--- config.mk ---
export PLATFORM = sky130hd
export DESIGN_NAME = pll_reg_bank
export DESIGN_NICKNAME = d
export VERILOG_FILES = /design/src/rtl/pll_reg_bank.sv
export SDC_FILE = /design/constraint.sdc
export NUM_CORES = 1
export LEC_CHECK = 0
export BUFFER_PORTS_ARGS = -buffer_cell sky130_fd_sc_hd__buf_2
export CORE_MARGIN = 5
export CORE_UTILIZATION = 44
export CTS_BUF_LIST = sky130_fd_sc_hd__clkbuf_4 sky130_fd_sc_hd__clkbuf_8
export DETAILED_ROUTE_END_ITERATION = 7
export PLACE_DENSITY_LB_ADDON = 0.2
export SLEW_MARGIN = 5
export SYNTH_ARGS = -nofsm -noshare
export SYNTH_HDL_FRONTEND = slang
export SYNTH_SLANG_ARGS = --single-unit
--- constraint.sdc ---
create_clock -name clk -period 2.05 [get_ports clk]
set_input_delay 0 -clock clk [delete_from_list [all_inputs] [get_ports clk]]
set_output_delay 0 -clock clk [all_outputs]
set_load 0.1 [all_outputs]
--- src/rtl/pll_reg_bank.sv ---
// SPI-side register bank for the multi-channel PLL: per-channel DCO test register, double-buffered
// divider with busy-gated load, control/enables, captured DCO status and sticky clear-on-read flags.
module pll_reg_bank #(
  parameter int NUM_CH = 4,
  parameter int DW     = 8,
  parameter int AW     = $clog2(NUM_CH) + 3
) (
  input  logic                 clk,
  input  logic                 rst_n,
  input  logic                 i_valid,
  input  logic                 i_rw,
  input  logic [AW-1:0]        i_addr,
  input  logic [DW-1:0]        i_wdata,
  output logic [DW-1:0]        o_rdata,
  output logic                 o_rd_valid,
  output logic                 o_err,
  output logic [NUM_CH*DW-1:0] o_dco_tst,
  output logic [NUM_CH*DW-1:0] o_div_val,
  output logic [2*NUM_CH-1:0]  o_div_en,
  output logic [NUM_CH-1:0]    o_div_load,
  input  logic [NUM_CH-1:0]    i_div_busy,
  input  logic [NUM_CH-1:0]    i_dco_upd,
  input  logic [NUM_CH*DW-1:0] i_dco_sts
);

  localparam logic [AW-1:0] CH_LIMIT   = AW'(NUM_CH);
  localparam logic [2:0]    OFF_TST    = 3'd0;
  localparam logic [2:0]    OFF_SHADOW = 3'd1;
  localparam logic [2:0]    OFF_CTRL   = 3'd2;
  localparam logic [2:0]    OFF_STS    = 3'd3;
  localparam logic [2:0]    OFF_FLAGS  = 3'd4;
  localparam logic [2:0]    OFF_ACTIVE = 3'd5;

  logic [DW-1:0]     r_tst       [NUM_CH];
  logic [DW-1:0]     r_divShadow [NUM_CH];
  logic [DW-1:0]     r_divActive [NUM_CH];
  logic [DW-1:0]     r_ctrl      [NUM_CH];
  logic [DW-1:0]     r_sts       [NUM_CH];
  logic [NUM_CH-1:0] r_loadPend;
  logic [NUM_CH-1:0] r_flagNew;
  logic [NUM_CH-1:0] r_flagOvr;
  logic [NUM_CH-1:0] r_divLoad;
  logic [DW-1:0]     r_rdata;
  logic              r_rdValid;
  logic              r_err;

  logic [AW-1:0]     w_chIdx;
  logic [2:0]        w_off;
  logic              w_inRange;
  logic              w_wrAcc;
  logic              w_rdAcc;
  logic [NUM_CH-1:0] w_chSel;
  logic [NUM_CH-1:0] w_wrTst;
  logic [NUM_CH-1:0] w_wrShadow;
  logic [NUM_CH-1:0] w_wrCtrl;
  logic [NUM_CH-1:0] w_loadReq;
  logic [NUM_CH-1:0] w_flagsRd;
  logic [NUM_CH-1:0] w_commit;
  logic [DW-1:0]     w_shadowNext [NUM_CH];
  logic [DW-1:0]     w_rdMux;

  assign w_chIdx   = i_addr >> 3;
  assign w_off     = i_addr[2:0];
  assign w_inRange = (w_chIdx < CH_LIMIT);
  assign w_wrAcc   = i_valid & i_rw & w_inRange;
  assign w_rdAcc   = i_valid & ~i_rw & w_inRange;

  // A shadow write landing on the commit cycle is forwarded so the load always takes the latest value.
  always_comb begin
    for (int c = 0; c < NUM_CH; c++) begin
      w_chSel[c]      = w_inRange && (w_chIdx == AW'(c));
      w_wrTst[c]      = w_wrAcc && w_chSel[c] && (w_off == OFF_TST);
      w_wrShadow[c]   = w_wrAcc && w_chSel[c] && (w_off == OFF_SHADOW);
      w_wrCtrl[c]     = w_wrAcc && w_chSel[c] && (w_off == OFF_CTRL);
      w_loadReq[c]    = w_wrCtrl[c] && i_wdata[DW-1];
      w_flagsRd[c]    = w_rdAcc && w_chSel[c] && (w_off == OFF_FLAGS);
      w_commit[c]     = r_loadPend[c] && !i_div_busy[c];
      w_shadowNext[c] = w_wrShadow[c] ? i_wdata : r_divShadow[c];
    end
  end

  always_comb begin
    w_rdMux = '0;
    for (int c = 0; c < NUM_CH; c++) begin
      if (w_chSel[c]) begin
        case (w_off)
          OFF_TST:    w_rdMux = r_tst[c];
          OFF_SHADOW: w_rdMux = r_divShadow[c];
          OFF_CTRL:   w_rdMux = r_ctrl[c];
          OFF_STS:    w_rdMux = r_sts[c];
          OFF_FLAGS:  w_rdMux = DW'({r_loadPend[c], r_flagOvr[c], r_flagNew[c]});
          OFF_ACTIVE: w_rdMux = r_divActive[c];
          default:    w_rdMux = '0;
        endcase
      end
    end
  end

  // Status capture and the flag read-clear share an edge; a same-cycle capture outranks the clear.
  always_ff @(posedge clk or negedge rst_n) begin
    if (!rst_n) begin
      for (int c = 0; c < NUM_CH; c++) begin
        r_tst[c]       <= '0;
        r_divShadow[c] <= '0;
        r_divActive[c] <= '0;
        r_ctrl[c]      <= DW'(3);
        r_sts[c]       <= '0;
      end
      r_loadPend <= '0;
      r_flagNew  <= '0;
      r_flagOvr  <= '0;
      r_divLoad  <= '0;
    end else begin
      for (int c = 0; c < NUM_CH; c++) begin
        if (w_wrTst[c]) r_tst[c] <= i_wdata;
        r_divShadow[c] <= w_shadowNext[c];
        if (w_wrCtrl[c]) r_ctrl[c] <= {1'b0, i_wdata[DW-2:0]};
        if (w_commit[c]) r_divActive[c] <= w_shadowNext[c];
        if (i_dco_upd[c]) r_sts[c] <= i_dco_sts[c*DW +: DW];
      end
      r_loadPend <= (r_loadPend & ~w_commit) | (~r_loadPend & w_loadReq);
      r_flagNew  <= i_dco_upd | (r_flagNew & ~w_flagsRd);
      r_flagOvr  <= (i_dco_upd & r_flagNew) | (r_flagOvr & ~w_flagsRd);
      r_divLoad  <= w_commit;
    end
  end

  // Out-of-range reads still answer (with zero) so the SPI slave never waits on a missing response.
  always_ff @(posedge clk or negedge rst_n) begin
    if (!rst_n) begin
      r_rdata   <= '0;
      r_rdValid <= 1'b0;
      r_err     <= 1'b0;
    end else begin
      r_rdValid <= i_valid & ~i_rw;
      r_err     <= i_valid & ~w_inRange;
      if (i_valid && !i_rw) r_rdata <= w_rdMux;
    end
  end

  always_comb begin
    for (int c = 0; c < NUM_CH; c++) begin
      o_dco_tst[c*DW +: DW] = r_tst[c];
      o_div_val[c*DW +: DW] = r_divActive[c];
      o_div_en[2*c +: 2]    = r_ctrl[c][1:0];
    end
  end

  assign o_div_load = r_divLoad;
  assign o_rdata    = r_rdata;
  assign o_rd_valid = r_rdValid;
  assign o_err      = r_err;

endmodule
---- After elaboration in Yosys (flattened, before gate mapping) ----
Index checks and enable logic that the tools add are counted.
storage, ports and cells
  bits in latches ......................... 0
  logic and storage cells ................. 110
  ROM bits ................................ 0
  memory bits (writable) .................. 0
  input port bits ......................... 57
  memories kept ........................... 0
  output and inout bits ................... 86
  flip-flop bits (word level) ............. 182
cells by class
  multiply operators ...................... 0
  reduce and logical (&&, ||, !) cells .... 44
  magnitude comparators ................... 1
  add/sub/neg operators ................... 0
  div/mod/pow operators ................... 0
  bitwise gates (word level) .............. 18
  shift-type cells ........................ 0
  equality and inequality tests ........... 8
  muxes and demuxes ....................... 12
operator list
  operator            count
  $pmux 8 s6          4
  $mux 8              8
  $logic_and 1x1->1   37
  $and 4x4->4         5
  $not 4->4           3
  $or 4x4->4          3
  $eq 3x2->1 const B  2
  $eq 3x3->1 const B  2
  $and 1x1->1         5
  $logic_not 1->1     5
  $logic_not 5->1     1
  $eq 2x2->1 const B  2
  $eq 3x1->1 const B  1
  $logic_not 3->1     1
  $lt 2x3->1 const B  1
  $eq 2x1->1 const B  1
  $not 1->1           2

---- Longest topological paths before layout ----
  depth after elaboration ................. 8
  gate-level depth with buffers ........... 9
  mapped depth without buffers ............ 5

---- Worst setup path after synthesis ----
No wires, ideal clock.
  kind .................................... register to register
  from .................................... register r_divActive, in the netlist o_div_val[17]
  to ...................................... register r_rdata[1] (netlist: o_rdata[1])
  setup time .............................. 0.126 ns
  setup slack ............................. 0.076 ns
  stages on the path, launching flop included .. 5
  data arrival time ....................... 1.848 ns
  path buffers ............................ 0
  period minus slack after synthesis ...... 1.974 ns
  cell sequence ........................... dfrtp_1 mux2_4 a222oi_1 o21ai_1 o32a_1
on the way
  word-level cells in the longest chain between the ends .. 3
ends and longest elaborated chain
  element                          line  RTL
  start, declared                  36    logic [DW-1:0] r_divActive [NUM_CH];
  start signal, assigned by index  118   if (w_commit[c]) r_divActive[c] <= w_shadowNext[c];
  $pmux 8 s6                       86    case (w_off)
  $mux 8 (2 in series)             85    if (w_chSel[c]) begin
  end signal, assigned             137   if (i_valid && !i_rw) r_rdata <= w_rdMux;
  end, declared                    43    logic [DW-1:0] r_rdata;
Every way passes these cells.
A chain may end at the register's enable or synchronous reset.

==> metrics.cfg <==
[cts]
htreeDepth=4
cts_tree=built
cts.sinks=181
clk_pin_slew_ps=90
cts_setup_buffers=0
cts.hold.buffers_added=75
cts_root_buffer=clkbuf_8
cts-buffers-inserted=17
clockBufferDepth=2
clock_latency_ps=480
cts_resized=0

[floorplan]
start_util=0.4460
die-height_microns=150.5
die_area_sq_um=22640
io-pin-count=143
die_x_microns=150.5
row_count=51
fp.coreArea_sq_um=19460

[cells_and_area]
final_common_cell=dfrtp_1
finalNetCount=928
area_delta_synth_final_pct=25.37
drive_gt1_frac=0.4604
n_antenna_cell=0
postLayoutCellArea_sq_um=10880
final_cell_mix=dfrtp_1 (173), buf_2 (139), mux2_2 (138)

[route]
final_antenna_net_count=0
first_iter_violations=536
vias=6352
dr.pass1.iters=5
via_per_inst=5.528
wirelength_mm=25.92
wl_per_cell_microns=22.56
remaining_drc_errors=0

[run_status]
status=finished, final reports clean

[power]
ir_drop_mv=0.7474
p_per_area_nw_per_um2=1041
p_leak_nw=5.179

[timing]
fin_skew_ps=12.48
finalSetupViolations=0
finalCritPeriodShare=0.9078
rsz0062_at_grt=false
drv_slew=0
relSlewSlack=0.5921
final-hold-violation-count=0
fmax_ghz=0.5374
fin_crit_ps=1861
setup_tns_ps=0
worstMarginPinSlew_ps=610.6

[setup_path]
crit_fanout=10
cp-end-kind=flip-flop
reg2reg_setup_slack_ps=270
critPathArrivalTime_ps=2230
rr_endpoint=o_rdata[1]
r2r_cells=5
critical_path.reg2reg.startpoint=o_dco_tst[9]
crit_end=o_div_val[25]
worstSetupStartpointType=input pin
startpoint=i_addr[3]
cp.required_ps=2410
critPathKind=in -> reg

[synth]
synth_edf_count=0
synth_area_sq_um=8680
synth_seq_cells=181
ys_async_sr_fraction=1.000
yosys_warnings=0
ys_seq_area_frac=0.5230
synth_cell_type_count=64
synth_cells=655
ys.flop_type=dfrtp_1
avgSynthCellArea_sq_um=13.25
syn-num-nets=712

[global_routing]
grt_max_degree=56
grt_pass1_wl_mm=39.96
overflow=0
grtUsageTotal=0.2373
antenna_found_initial=0
first_global_vias=6705

[placement]
port_buffers=141
dp_hpwl_mm=18.44
gp_congestion=0.9631
placed_area_sq_um=9708

[job]
cap_violations=0

[worst_hold_path]
worstHoldPathType=in -> reg

## synth_stat cells, types with 3 or more instances
cell      instances  share of area
mux4_2            6          0.016
nor3_4            4         0.0075
nand2_1          22         0.0095
mux2_1            3         0.0039
a22oi_1           5         0.0043
nand2b_1          5         0.0036
o21ai_0          20          0.012
buf_4            15          0.013
nand2_2           3         0.0022
inv_1             6         0.0026
buf_6             5         0.0065
nor3_1            3         0.0017
mux2_2          138           0.18
a211oi_1          6         0.0052
a22o_1            5         0.0050
a21oi_1          23          0.013
a21o_1            5         0.0043
o22ai_1           3         0.0022
o211ai_1          3         0.0026
a31oi_1           9         0.0065
nand3_1          16         0.0092
nor2_1           16         0.0069
buf_2             9         0.0052
dfrtp_1         173           0.50
dfstp_2           8          0.024
mux2_4           25          0.043
a221oi_1          4         0.0040
mux2i_1          37          0.043
clkbuf_1         21         0.0091
o221ai_1          3         0.0030
nor2_4            3         0.0039
nor2b_1           9         0.0065
## layout make-up
class	instances	area, sq um
clock buffers	18	247.7
repair buffers	248	1755
fillers	1693	8581
well taps	265	331.6
inverters	8	30.03
clock inverters	14	175.2
flip-flops and latches	181	4539
multi-input cells	415	3802
## power breakdown
| group | internal [mW] | total (mW) | switching (mW) |
|---|---|---|---|
| sequential | 4.10 | 4.52 | 0.419 |
| clock | 1.25 | 2.59 | 1.35 |
| combinational | 1.07 | 4.21 | 3.15 |
| total | 6.42 | 11.3 | 4.91 |
## flip-flops by register name, indices dropped and copies added (netlist names)
register and cells:
r_divShadow 32, o_rd_valid 1, o_div_val 32, o_div_en 8, r_flagOvr 4, r_ctrl 20
r_loadPend 4, r_flagNew 4, o_dco_tst 32, r_sts 32, o_div_load 4, o_rdata 8
## logic make-up (layout without fill, tap and decap cells)
logic type	count (synthesis)	after routing	share of synthesized area
muxes	209	209	0.2844
DFF	181	181	0.5230
AOI/OAI and AO/OA	105	105	0.08044
and+or+nand+nor	100	100	0.07280
buffers and inverters	59	288	0.03892
other	1	1	0.0004320
## per-stage QoR
step / setup slack (ps) / power [mW] / util / cells / hold slack, ps
after floorplan: 76.00 / 7.743 / - / 655 / -295.6
after global placement: 118.2 / 8.600 / 0.4988 / 1042 / -7.278
after detailed placement: 133.3 / 8.655 / 0.4988 / 1042 / -2.333
after CTS: 193.1 / 11.39 / 0.5591 / 1149 / 12.61
after global routing: 128.2 / 11.75 / 0.5591 / 1149 / 29.39
final: 189.0 / 11.33 / 0.5591 / 1149 / 44.88
## worst max-delay path: stages
cell and delay, ps:
dlygate4sd3_1 520, buf_2 220, and2_1 250, nand3_1 250, nor2_4 330, mux2_2 390, mux2_2 260
## worst min path at each step
stage,depth (start not counted),startpoint,slack (ps),to
2_1_floorplan,0,rst_n,-300,o_dco_tst[0]
3_3_place_gp,1,rst_n,-7,r_divShadow[24]
3_5_place_dp,1,rst_n,-2,o_div_val[0]
4_1_cts,2,i_wdata[1],10,o_div_en[1]
5_1_grt,2,i_wdata[1],30,o_div_en[1]
6_report,2,i_wdata[4],40,r_divShadow[20]
## metal layers
metal	global-route usage	wire length, microns	up-vias
met2	0.3660	12210	232
met1	0.3431	11560	3262
met4	0.07045	479	0
li1	-	-	2820
met5	0	0	-
met3	0.04395	1677	38
Power figures use the tool's default switching activity.
